$ cat src/rtl/peripheral_mpram_arbiter_ahb4.sv
// rtl/peripheral_mpram_arbiter_ahb4.sv - N AHB4 slave ports sharing one single-port RAM
// Each port holds its master in a wait state until the round-robin arbiter hands it the RAM for one cycle.
module peripheral_mpram_arbiter_ahb4 #(
    parameter int CORES_PER_TILE = 8,
    parameter int PLEN           = 64,
    parameter int XLEN           = 64,
    parameter int MEM_DEPTH      = 256
) (
    input  logic                                      HCLK,
    input  logic                                      HRESET,
    input  logic [CORES_PER_TILE-1:0]                 HSEL,
    input  logic [CORES_PER_TILE-1:0][PLEN-1:0]       HADDR,
    input  logic [CORES_PER_TILE-1:0][XLEN-1:0]       HWDATA,
    input  logic [CORES_PER_TILE-1:0]                 HWRITE,
    input  logic [CORES_PER_TILE-1:0][2:0]            HSIZE,
    input  logic [CORES_PER_TILE-1:0][1:0]            HTRANS,
    input  logic [CORES_PER_TILE-1:0]                 HREADY,
    output logic [CORES_PER_TILE-1:0]                 HREADYOUT,
    output logic [CORES_PER_TILE-1:0]                 HRESP,
    output logic [CORES_PER_TILE-1:0][XLEN-1:0]       HRDATA,
    output logic                                      mem_req,
    output logic                                      mem_we,
    output logic [$clog2(MEM_DEPTH)-1:0]              mem_addr,
    output logic [XLEN/8-1:0]                         mem_be,
    output logic [XLEN-1:0]                           mem_wdata,
    input  logic [XLEN-1:0]                           mem_rdata
);

    localparam int BW  = XLEN / 8;
    localparam int OFS = $clog2(BW);
    localparam int MW  = $clog2(MEM_DEPTH);
    localparam int AW  = OFS + MW;
    localparam int PW  = (CORES_PER_TILE > 1) ? $clog2(CORES_PER_TILE) : 1;

    typedef enum logic [2:0] {ST_IDLE, ST_WAIT, ST_DONE, ST_ERR1, ST_ERR2} state_t;

    state_t           state_q [CORES_PER_TILE];
    state_t           state_d [CORES_PER_TILE];
    logic [AW-1:0]    addr_q  [CORES_PER_TILE];
    logic             write_q [CORES_PER_TILE];
    logic [2:0]       size_q  [CORES_PER_TILE];

    logic [CORES_PER_TILE-1:0] capture;
    logic [CORES_PER_TILE-1:0] grant;
    logic [PW-1:0]             rr_q;
    logic [PW-1:0]             winner;
    logic [PW-1:0]             idx;
    logic                      found;
    logic                      unused_bits;
    int                        be_lo;
    int                        be_n;

    // Only the word and byte-lane bits of HADDR reach the RAM; HTRANS[0] only splits IDLE/BUSY and NONSEQ/SEQ.
    always_comb begin
        unused_bits = 1'b0;
        for (int i = 0; i < CORES_PER_TILE; i++) begin
            unused_bits = unused_bits ^ (^HADDR[i][PLEN-1:AW]) ^ HTRANS[i][0];
        end
    end

    always_comb begin
        for (int i = 0; i < CORES_PER_TILE; i++) begin
            capture[i]   = HSEL[i] & HREADY[i] & HTRANS[i][1] &
                           ((state_q[i] == ST_IDLE) | (state_q[i] == ST_DONE) | (state_q[i] == ST_ERR2));
            state_d[i]   = state_q[i];
            HREADYOUT[i] = !((state_q[i] == ST_WAIT) || (state_q[i] == ST_ERR1));
            HRESP[i]     = (state_q[i] == ST_ERR1) || (state_q[i] == ST_ERR2);
            HRDATA[i]    = ((state_q[i] == ST_DONE) && !write_q[i]) ? mem_rdata : '0;
            case (state_q[i])
                ST_IDLE, ST_DONE, ST_ERR2: begin
                    if (capture[i]) state_d[i] = (HSIZE[i] > 3'(OFS)) ? ST_ERR1 : ST_WAIT;
                    else            state_d[i] = ST_IDLE;
                end
                ST_WAIT: if (grant[i]) state_d[i] = ST_DONE;
                ST_ERR1: state_d[i] = ST_ERR2;
                default: state_d[i] = ST_IDLE;
            endcase
        end
    end

    // Round-robin search begins just past the last winner so every waiting port is served within N cycles.
    always_comb begin
        found  = 1'b0;
        winner = rr_q;
        idx    = '0;
        grant  = '0;
        for (int k = 1; k <= CORES_PER_TILE; k++) begin
            idx = PW'((int'(rr_q) + k) % CORES_PER_TILE);
            if (!found && (state_q[idx] == ST_WAIT)) begin
                found  = 1'b1;
                winner = idx;
            end
        end
        if (found) grant[winner] = 1'b1;
    end

    always_comb begin
        mem_req   = 1'b0;
        mem_we    = 1'b0;
        mem_addr  = '0;
        mem_be    = '0;
        mem_wdata = '0;
        be_lo     = 0;
        be_n      = 0;
        if (found) begin
            mem_req   = 1'b1;
            mem_we    = write_q[winner];
            mem_addr  = addr_q[winner][AW-1:OFS];
            mem_wdata = HWDATA[winner];
            be_lo     = int'(addr_q[winner][OFS-1:0]);
            be_n      = 1 << size_q[winner];
            // Lanes past the top of the word simply fall off, so misaligned accesses truncate.
            for (int b = 0; b < BW; b++) begin
                mem_be[b] = (b >= be_lo) && (b < be_lo + be_n);
            end
        end
    end

    always_ff @(posedge HCLK or posedge HRESET) begin
        if (HRESET) begin
            rr_q <= PW'(CORES_PER_TILE - 1);
            for (int i = 0; i < CORES_PER_TILE; i++) begin
                state_q[i] <= ST_IDLE;
                addr_q[i]  <= '0;
                write_q[i] <= 1'b0;
                size_q[i]  <= '0;
            end
        end else begin
            if (found) rr_q <= winner;
            for (int i = 0; i < CORES_PER_TILE; i++) begin
                state_q[i] <= state_d[i];
                if (capture[i]) begin
                    addr_q[i]  <= HADDR[i][AW-1:0];
                    write_q[i] <= HWRITE[i];
                    size_q[i]  <= HSIZE[i];
                end
            end
        end
    end

endmodule

$ cat config.mk
export PLATFORM = sky130hd
export DESIGN_NAME = peripheral_mpram_arbiter_ahb4
export DESIGN_NICKNAME = d
export VERILOG_FILES = /design/src/rtl/peripheral_mpram_arbiter_ahb4.sv
export SDC_FILE = /design/constraint.sdc
export NUM_CORES = 1
export LEC_CHECK = 0
export CORE_AREA = 2 2 685 687
export CTS_CLUSTER_DIAMETER = 60
export DETAILED_ROUTE_END_ITERATION = 7
export DIE_AREA = 0 0 687 689
export PLACE_DENSITY = 0.31
export SLEW_MARGIN = 20
export SYNTH_ARGS = -nofsm -noshare
export SYNTH_HDL_FRONTEND = slang
export SYNTH_SLANG_ARGS = --single-unit
$ cat constraint.sdc
create_clock -name HCLK -period 21.4 [get_ports HCLK]
set_clock_uncertainty 0.15 [all_clocks]
set_input_delay 4.28 -clock HCLK [delete_from_list [all_inputs] [get_ports HCLK]]
set_output_delay 4.28 -clock HCLK [all_outputs]
set_load 0.05 [all_outputs]
==> results of run 1 <==
-- how the worst max path moves through the flow --
| stage | from | endpoint | slack (ps) | cells past startpoint |
|---|---|---|---|---|
| finish | rr_q[0]$_DFFE_PP1P_ | mem_be[2] | 7690 | 22 |
| global route | rr_q[0]$_DFFE_PP1P_ | mem_be[2] | 6870 | 22 |
| CTS | rr_q[0]$_DFFE_PP1P_ | mem_be[2] | 7260 | 22 |
| detailed placement | rr_q[0]$_DFFE_PP1P_ | mem_be[2] | 7920 | 22 |
| global placement | rr_q[0]$_DFFE_PP1P_ | mem_be[2] | 8020 | 22 |
| floorplan | HWDATA[403] | mem_wdata[19] | 10640 | 4 |
-- worst register-to-register path: cells and delay by family (launching register included) --
kind | cells | cell delay (ps)
AOI/OAI and AO/OA | 6 | 2170
adders and majority gates | 1 | 660
buffers and inverters | 7 | 2600
DFF | 1 | 510
and+or+nand+nor | 3 | 770
-- registers in the layout, summed over array words and instances (netlist names) --
signal and flops:
size_q 24, state_q 24, write_q 8, rr_q 3
addr_q 88
-- metrics by stage --
step                        util  hold slack (ps)  cell area [um^2]  setup slack (ps)
after floorplan                -              321             16700             10640
after global placement    0.0807              338             37600              8020
after detailed placement  0.0807              343             37600              7920
after CTS                 0.0824              358             38400              7260
after global routing      0.0828              365             38600              6870
final                     0.0831              355             38700              7690
-- per-layer routing --
layer / vias to the layer above / share of wire / track usage
met5: - / 0.0017 / 0
met4: 68 / 0.037 / 0.0375
met3: 316 / 0.085 / 0.0346
met2: 1340 / 0.50 / 0.189
met1: 11400 / 0.37 / 0.117
li1: 10200 / - / -
-- cells by family (layout without fill, tap and decap cells) --
| family | after synthesis | in the layout | share of synthesized area |
|---|---|---|---|
| other | 0 | 127 | 0 |
| and+or+nand+nor | 1120 | 1120 | 0.356 |
| muxes | 274 | 274 | 0.181 |
| buffers and inverters | 223 | 1474 | 0.0583 |
| adders and majority gates | 6 | 6 | 0.00496 |
| DFF | 147 | 147 | 0.221 |
| xor gates and xnor gates | 5 | 5 | 0.00488 |
| AOI/OAI and AO/OA | 386 | 386 | 0.174 |
-- area by class of cell --
cell class | instances | area, um^2
tap | 6198 | 7750
multi-input combinational | 1791 | 12200
inverter | 29 | 131
clock buffer | 28 | 657
timing repair buffer | 1412 | 13900
sequential | 147 | 3680
clock inverter | 5 | 100
antenna | 127 | 318
fill | 54600 | 427000
-- cells in the final DEF, fill, tap and decap left out, types with 24 or more instances in the layout --
| cell | n |
|---|---|
| clkdlybuf4s50_1 | 1320 |
| and2_1 | 513 |
| nand2_1 | 329 |
| mux2i_1 | 145 |
| dfrtp_1 | 144 |
| diode_2 | 127 |
| mux2_2 | 115 |
| nor2_1 | 103 |
| buf_4 | 83 |
| a21oi_1 | 72 |
| a2bb2oi_1 | 54 |
| a211oi_1 | 52 |
| a311oi_1 | 49 |
| nor3_1 | 44 |
| and3_1 | 34 |
| o21ai_0 | 28 |
| clkbuf_16 | 25 |
| inv_1 | 24 |
==> reports/qor.yml, run 1 <==
timing:
  grt_setup_unrepaired: "no"
  max_slew.worst_pin.slew_ps: 1240
  finalHoldViolations: 0
  min_period_over_period: 0.641
  final-setup-viol-count: 0
  slew_headroom: 0.173
  tns_ps: 0
  finalCriticalPeriod_ps: 13710
  fmax_mhz: 72.9
  final_max_slew_viol_count: 0
die:
  core_area_um2: 466000
  num_rows: 251
  ioPinCount: 1764
  dieArea_um2: 473000
  start_util: 0.0357
  die_h_um: 689
  fp.dieW_um: 687
logic_synthesis:
  yosysMostFrequentCell: "and2_1"
  syn_area_per_cell_um2: 7.71
  synth_area_leaders: "dfrtp_1 (22%), and2_1 (19%), mux2i_1 (8.8%), mux2_2 (7.8%), nand2_1 (7.4%)"
  netlist_instances: 2161
  ys.flop_type: "dfrtp_1"
  synthArstFlopShare: 1.00
  yosys-top-cells-count: "and2_1 (513), nand2_1 (329), mux2i_1 (146), dfrtp_1 (144), clkbuf_1 (117)"
  netlist_area_um2: 16700
  yosys_register_bits: 147
  yosysTopAreaCell: "dfrtp_1"
  yosysSeqAreaShare: 0.221
  yosys.area.top_type_share: 0.216
  synth_nets: 3321
  synth_enable_flop_cells: 0
  yosysWarningCount: 0
  yosysUniqueCellTypes: 77
cells_and_area:
  instances_no_fill: 9737
  fin_nets: 4566
  area_delta_synth_final_pct: 132
  drive_gt1_frac: 0.0903
placed_design:
  gp_congestion: 0.906
  dp.cells: 9577
  dp_hpwl_um: 229000
  portBuffers: 1331
global_routing:
  grt_max_degree: 84
  first_global_vias: 23500
  grt_pass1_wl_um: 312000
  antenna_found_initial: 208
  grt_usage: 0.106
  grt_overflow_total: 0
min_path:
  hp-start: "addr_q[43]$_DFFE_PP0P_"
  holdPathEnd: "addr_q[43]$_DFFE_PP0P_"
  hp-class: "flip-flop to flip-flop"
  hold_depth: 1
routing:
  vias_per_cell: 2.39
  post_drt_wl_per_cell_um: 27.0
  drcViolationCount: 0
  drt_wl_total_um: 263000
  drtIter0Drc: 1512
  drtAntennaViolNets: 0
  dr.pass1.iters: 6
  vias: 23300
critical_path:
  critical_path_class: "flip-flop to output pin"
  slowest_stage: "clkdlybuf4s50_1"
  rrSetupSlack_ps: 14470
  cpLargestDelayFamily: "compound AO/OA/AOI/OAI gates"
  cp.required_ps: 16970
  path_cells: "buf_4, inv_2, ha_1, inv_2, nand2_1, o32ai_1, a221oi_2, a22oi_1, o22ai_1, o221a_4, buf_4, inv_8, o31ai_1, a31o_2, nand2_1, ha_1, fa_1, xor2_1, or3_1, nor3_2, a221oi_1, clkdlybuf4s50_1"
  rr_worst_depth: 17
  crit_path_end_kind: "output pin"
  cp_max_fo: 51
  slowest_delay_ps: 1140
  worst-endpoint-arrival_ps: 9280
  path_buf_inv: 6
  r2r_start: "rr_q[0]$_DFFE_PP1P_"
  reg2reg_to: "state_q[12]$_DFFE_PP0P_"
  cp-start-kind: "flip-flop"
clocking:
  ctsHtreeMaxLevel: 4
  cts_setup_buffers: 0
  cts_tree: "yes"
  cts_max_path_buffers: 3
  cts_resized: 0
  hold_buffers: 0
  clk_latency_ps: 570
  cts.sinks: 147
  root_buffer: "clkbuf_16"
  clk_pin_slew_ps: 60
  numCtsBuffers: 25
status:
  status: "finished, final reports clean"
job:
  max_cap_violations: 0
Power of run 1 is left out: the tool's default activity adds up to more than one toggle a clock period on the data nets, which glitch-free logic cannot reach.
==> run 2: changes to the inputs <==
--- a/config.mk
+++ b/config.mk
@@ -5,10 +5,10 @@
 export SDC_FILE = /design/constraint.sdc
 export NUM_CORES = 1
 export LEC_CHECK = 0
-export CORE_AREA = 2 2 685 687
+export CORE_AREA = 2 2 686 688
 export CTS_CLUSTER_DIAMETER = 60
 export DETAILED_ROUTE_END_ITERATION = 7
-export DIE_AREA = 0 0 687 689
+export DIE_AREA = 0 0 688 690
 export PLACE_DENSITY = 0.31
 export SLEW_MARGIN = 20
 export SYNTH_ARGS = -nofsm -noshare
==> constraint.sdc (replaced) <==
create_clock -name HCLK -period 12.86 [get_ports HCLK]
set_clock_uncertainty 0.15 [all_clocks]
set_input_delay 2.572 -clock HCLK [delete_from_list [all_inputs] [get_ports HCLK]]
set_output_delay 2.572 -clock HCLK [all_outputs]
set_load 0.05 [all_outputs]
==> run 2 against run 1 <==
Hold slack lost 0.80 ps. First-iteration DRC count grew 1.9%. Cell area shrank 0.16%. Critical path type unchanged. Die area grew 0.29%.
==> reports/qor.yml, run 2 (synthesized netlist as in run 1, its figures left out) <==
clocking:
  cts_setup_buffers: 0  # unchanged
  root_buffer: "clkbuf_16"
  cts.sinks: 147  # unchanged
  numCtsBuffers: 25  # unchanged
  clk_latency_ps: 560  # about the same
  cts_tree: "yes"
  ctsHtreeMaxLevel: 4  # unchanged
  clk_pin_slew_ps: 60  # about the same
  cts_resized: 0  # unchanged
  hold_buffers: 0  # unchanged
  cts_max_path_buffers: 3  # unchanged
timing:
  tns_ps: 0  # unchanged
  min_period_over_period: 0.807
  final_max_slew_viol_count: 0  # unchanged
  finalHoldViolations: 0  # unchanged
  slew_headroom: 0.191  # +0.0175
  grt_setup_unrepaired: "no"
  setup_ws_ps: 2480  # -5210 ps
  fmax_mhz: 96.3
  finalCriticalPeriod_ps: 10380
  final-setup-viol-count: 0  # unchanged
  max_slew.worst_pin.slew_ps: 1210  # -22.4 ps
routing:
  drtAntennaViolNets: 0  # unchanged
  vias: 23200  # -0.48%
  post_drt_wl_per_cell_um: 27.1  # +0.34%
  vias_per_cell: 2.39  # -0.31%
  drcViolationCount: 0  # unchanged
  dr.pass1.iters: 5  # -1
  drt_wl_total_um: 263000  # +0.17%
  drtIter0Drc: 1541  # +1.9%
die:
  dieArea_um2: 475000  # +0.29%
  start_util: 0.0357  # -0.0000481
  ioPinCount: 1764  # unchanged
  fp.dieW_um: 688  # +0.15%
  core_area_um2: 467000  # +0.13%
  die_h_um: 690  # +0.15%
  num_rows: 251  # unchanged
cells_and_area:
  instances_no_fill: 9720  # -0.17%
  drive_gt1_frac: 0.0898  # -0.000507
  regMostFlops: "addr_q"
  reg_top3: "addr_q x88, size_q x24, state_q x24"
  layout_commonest_cell: "clkdlybuf4s50_1"
  area_delta_synth_final_pct: 132
  fin_nets: 4564  # -0.044%
  largest_reg_flops: 88  # unchanged
  final_cell_mix: "clkdlybuf4s50_1 (1318), and2_1 (513), nand2_1 (329)"
global_routing:
  grt_overflow_total: 0  # unchanged
  grt_usage: 0.107  # +0.000954
  antenna_found_initial: 216  # +3.8%
  grt_pass1_wl_um: 317000  # +1.5%
  grt_max_degree: 112  # +33%
  first_global_vias: 24000  # +2.2%
critical_path:
  cp.required_ps: 10140  # -6830 ps
  worst-endpoint-arrival_ps: 7660  # -1620 ps
  crit_path_end_kind: "output pin"
  cp_max_fo: 50  # -2.0%
  critical_path_class: "flip-flop to output pin"
  cp-start-kind: "flip-flop"
status:
  status: "finished, final reports clean"
min_path:
  hp-class: "flip-flop to flip-flop"
placed_design:
  dp_hpwl_um: 229000  # -0.11%
  dp.cells: 9575  # -0.021%
  portBuffers: 1331  # unchanged
  gp_congestion: 0.900  # -0.64%
  dp_slack_ps: 3060  # -4860 ps
job:
  max_cap_violations: 0  # unchanged
==> run 2: cell count changes in the layout (fill, tap and decap cells not counted), moves of 3 or more <==
cell       delta
buf_12        +5
buf_4         -3
bufinv_16     -3
diode_2      -14
mux2i_1       -4
mux2i_2       +4
nor2_1        +4
nor2_2        -4
==> run 2: per-stage QoR <==
step	hold WS [ps]	cell area [um^2]	util
after floorplan	321	16700	-
after global placement	340	37700	0.0807
after detailed placement	344	37700	0.0807
after CTS	355	38400	0.0822
after global routing	361	38500	0.0825
final	355	38600	0.0828
==> run 2: critical path, cell delays in order (launching register included) <==
cell and delay (ps):
dfstp_2 530, buf_4 490, ha_1 350, xnor2_4 260, mux2i_1 150, a22o_1 350
or2_0 270, o311a_2 520, nand3_2 200, nand2_8 170, inv_8 260, mux2i_1 230
mux2i_1 110, mux2_2 420, nor3b_1 430, ha_1 320, a21oi_1 140, nor2b_1 90
or3_1 370, nor3_2 190, nor2_1 80, clkdlybuf4s50_1 1030
==> run 2: layer usage <==
metal | vias to the layer above | routed length, um | global-route usage
li1 | 10200 | - | -
met1 | 11300 | 101000 | 0.120
met2 | 1349 | 132000 | 0.192
met3 | 303 | 21400 | 0.0318
met4 | 52 | 8990 | 0.0350
met5 | - | 338 | 0
==> run 2: cell type report <==
type                            count  area, um^2
Timing Repair Buffer             1410       14000
Clock buffer                       30         674
Clock inverter                      2        13.8
Inverter                           29         129
Multi-Input combinational cell   1791       12200
Antenna cell                      113         283
Sequential cell                   147        3680
Tap cell                         6198        7750
Fill cell                       54700      428000
==> run 2: worst paths after layout <==
check,depth (start not counted),slack (ps),startpoint,endpoint
max,21,2480,rr_q[0]$_DFFE_PP1P_,mem_be[3]
min,1,350,addr_q[36]$_DFFE_PP0P_,addr_q[36]$_DFFE_PP0P_
max reg2reg,15,7170,rr_q[1]$_DFFE_PP1P_,state_q[21]$_DFFE_PP0P_
min reg2reg,1,350,addr_q[36]$_DFFE_PP0P_,addr_q[36]$_DFFE_PP0P_
max in group asynchronous,4,8800,HRESET,rr_q[2]$_DFFE_PP1P_
min in group asynchronous,2,2200,HRESET,addr_q[37]$_DFFE_PP0P_
Power of run 2 is left out for the same reason.
==> run 3: changes to the inputs <==
--- a/config.mk
+++ b/config.mk
@@ -5,11 +5,11 @@
 export SDC_FILE = /design/constraint.sdc
 export NUM_CORES = 1
 export LEC_CHECK = 0
-export CORE_AREA = 2 2 686 688
+export CORE_AREA = 2 2 682 684
 export CTS_CLUSTER_DIAMETER = 60
 export DETAILED_ROUTE_END_ITERATION = 7
-export DIE_AREA = 0 0 688 690
-export PLACE_DENSITY = 0.31
+export DIE_AREA = 0 0 684 686
+export PLACE_DENSITY = 0.32
 export SLEW_MARGIN = 20
 export SYNTH_ARGS = -nofsm -noshare
 export SYNTH_HDL_FRONTEND = slang
==> constraint.sdc (replaced) <==
create_clock -name HCLK -period 8.5 [get_ports HCLK]
set_clock_uncertainty 0.15 [all_clocks]
set_input_delay 1.7 -clock HCLK [delete_from_list [all_inputs] [get_ports HCLK]]
set_output_delay 1.7 -clock HCLK [all_outputs]
set_load 0.05 [all_outputs]
==> run 3 against run 2 <==
Cell count is 0.59% higher. Non-clock buffer count grew 82. Utilization up 0.40 points. Hold slack lost 2.4 ps. Via count grew 1.8%. Clock-buffer cell count fell by 1. Sequential cell count unchanged. First-iteration DRC count is 2.1% lower. Register-to-register slack lost 3700 ps. Die area decreased by 1.2%. Critical path type unchanged. Critical endpoint is now mem_wdata[47]. Largest cell class unchanged. Highest routed layer unchanged.
==> reports/qor.yml, run 3 (synthesized netlist as in run 1, its figures left out) <==
status:
  status: "finished, final reports clean"
critical_path:
  slowest_stage: "dfrtp_1"
  cp_max_fo: 82  # +64%
  rrSetupSlack_ps: 3510  # -3660 ps
  worst-endpoint-arrival_ps: 6310  # -1350 ps
  cp-start-kind: "flip-flop"
  critical_path_class: "flip-flop to output pin"
  path_cells: "or3b_1, mux4_2, nand2b_1, o21bai_1, o32ai_1, a221oi_2, o32ai_4, buf_12, buf_12, nand2b_4, buf_4, a2bb2oi_1, buf_4, a21oi_1, a311oi_1, buf_4, buf_12"
  cp.required_ps: 6650  # -3490 ps
  rr_worst_depth: 14  # -1
  slowest_delay_ps: 740  # -290 ps
  crit_path_end_kind: "output pin"
timing:
  fmax_mhz: 123
  final_max_slew_viol_count: 0  # unchanged
  final-setup-viol-count: 0  # unchanged
  max_slew.worst_pin.slew_ps: 1150  # -60.6 ps
  timing.hold.ws_ps: 352  # -2.38 ps
  finalHoldViolations: 0  # unchanged
  tns_ps: 0  # unchanged
  finalCriticalPeriod_ps: 8160
  slew_headroom: 0.229  # +0.0380
  min_period_over_period: 0.960
placed_design:
  dp_hpwl_um: 228000  # -0.28%
  portBuffers: 1331  # unchanged
  gp_congestion: 0.912  # +1.3%
clocking:
  clk_pin_slew_ps: 60  # about the same
  cts_tree: "yes"
  root_buffer: "clkbuf_16"
  clk_latency_ps: 600  # +40 ps
  cts_max_path_buffers: 3  # unchanged
  cts.sinks: 147  # unchanged
  hold_buffers: 0  # unchanged
  ctsHtreeMaxLevel: 4  # unchanged
  numCtsBuffers: 25  # unchanged
routing:
  dr.pass1.iters: 7  # +2
  post_drt_wl_per_cell_um: 26.8  # -1.2%
  drtIter0Drc: 1508  # -2.1%
  vias: 23600  # +1.8%
  drcViolationCount: 0  # unchanged
  vias_per_cell: 2.42  # +1.2%
  drt_wl_total_um: 262000  # -0.61%
  drtAntennaViolNets: 0  # unchanged
die:
  num_rows: 250  # -0.40%
  core_area_um2: 462000  # -1.0%
  die_h_um: 686  # -0.58%
  start_util: 0.0361  # +0.000361
  fp.dieW_um: 684  # -0.58%
  dieArea_um2: 469000  # -1.2%
  ioPinCount: 1764  # unchanged
cells_and_area:
  final_cell_mix: "clkdlybuf4s50_1 (1242), and2_1 (513), nand2_1 (329)"
  fin_util: 0.0869  # +0.00404
  regMostFlops: "addr_q"
  area_delta_synth_final_pct: 141
  reg_top3: "addr_q x88, size_q x24, state_q x24"
  fin_nets: 4647  # +1.8%
  largest_reg_flops: 88  # unchanged
  drive_gt1_frac: 0.135  # +0.0448
  fill_cells: 54000  # -1.4%
  layout_commonest_cell: "clkdlybuf4s50_1"
global_routing:
  grt_max_degree: 83  # -26%
  grt_overflow_total: 0  # unchanged
  grt_pass1_wl_um: 315000  # -0.71%
  grt_usage: 0.107  # about the same
  first_global_vias: 24200  # +1.0%
  antenna_found_initial: 204  # -5.6%
min_path:
  hp-class: "flip-flop to flip-flop"
  hold_depth: 1  # unchanged
job:
  max_cap_violations: 0  # unchanged
run 3: changes by cell type in the layout (fill, tap and decap cells not counted), moves of 2 or more:
cell	change
a221oi_2	+2
mux2i_1	+5
clkdlybuf4s50_1	-76
buf_12	+83
a221oi_1	-3
mux2i_2	-5
buf_4	+72
clkbuf_8	-2
diode_2	-3
clkinv_2	+2
buf_2	+3
run 3: worst paths after layout:
kind                                              from                       to
worst min-delay path            addr_q[75]$_DFFE_PP0P_   addr_q[75]$_DFFE_PP0P_
worst max-delay path            state_q[3]$_DFFE_PP0P_            mem_wdata[47]
min in group asynchronous                       HRESET   addr_q[21]$_DFFE_PP0P_
worst min register to register  addr_q[75]$_DFFE_PP0P_   addr_q[75]$_DFFE_PP0P_
worst max register to register     rr_q[0]$_DFFE_PP1P_  state_q[12]$_DFFE_PP0P_
max in group asynchronous                       HRESET   addr_q[42]$_DFFE_PP0P_
run 3: per-layer routing:
metal / routed length [um] / up-vias / share of wire / global-route usage
li1: - / 10300 / - / -
met1: 95500 / 11500 / 0.37 / 0.113
met2: 132000 / 1360 / 0.50 / 0.193
met3: 23500 / 345 / 0.090 / 0.0405
met4: 10200 / 84 / 0.039 / 0.0366
met5: 578 / - / 0.0022 / 0
run 3: layout make-up:
class / instances / area, um^2 / area share
Clock buffer: 29 / 651 / 0.0162
Antenna cell: 110 / 275 / 0.00686
Timing Repair Buffer: 1492 / 15400 / 0.384
Sequential cell: 147 / 3690 / 0.0919
Multi-Input combinational cell: 1792 / 12200 / 0.305
Inverter: 29 / 131 / 0.00327
Clock inverter: 4 / 22.5 / 0.000561
Tap cell: 6174 / 7720 / 0.192
run 3: worst max-delay path, delay by kind of cell (launching register included):
kind	cells	cell delay [ps]
AOI/OAI and AO/OA	7	1640
buffers and inverters	6	1300
and+or+nand+nor	3	1240
DFF	1	740
muxes	1	620
run 3: through the flow:
step,setup WS (ps),instances,cell area [um^2]
floorplan,431,2161,16700
global placement,571,9623,39000
detailed placement,552,9623,39000
CTS,20.4,9658,39700
global route,-35.7,9708,40000
finish,340,9777,40100
run 3: timing repair:
item / CTS / global route
cloned: 1 / 0
pin swaps: 0 / 1
gates resized for setup: 3 / 11
setup buffers: 1 / 9
endpoints found under the setup margin: 10 / 10
Power of run 3 is left out for the same reason.
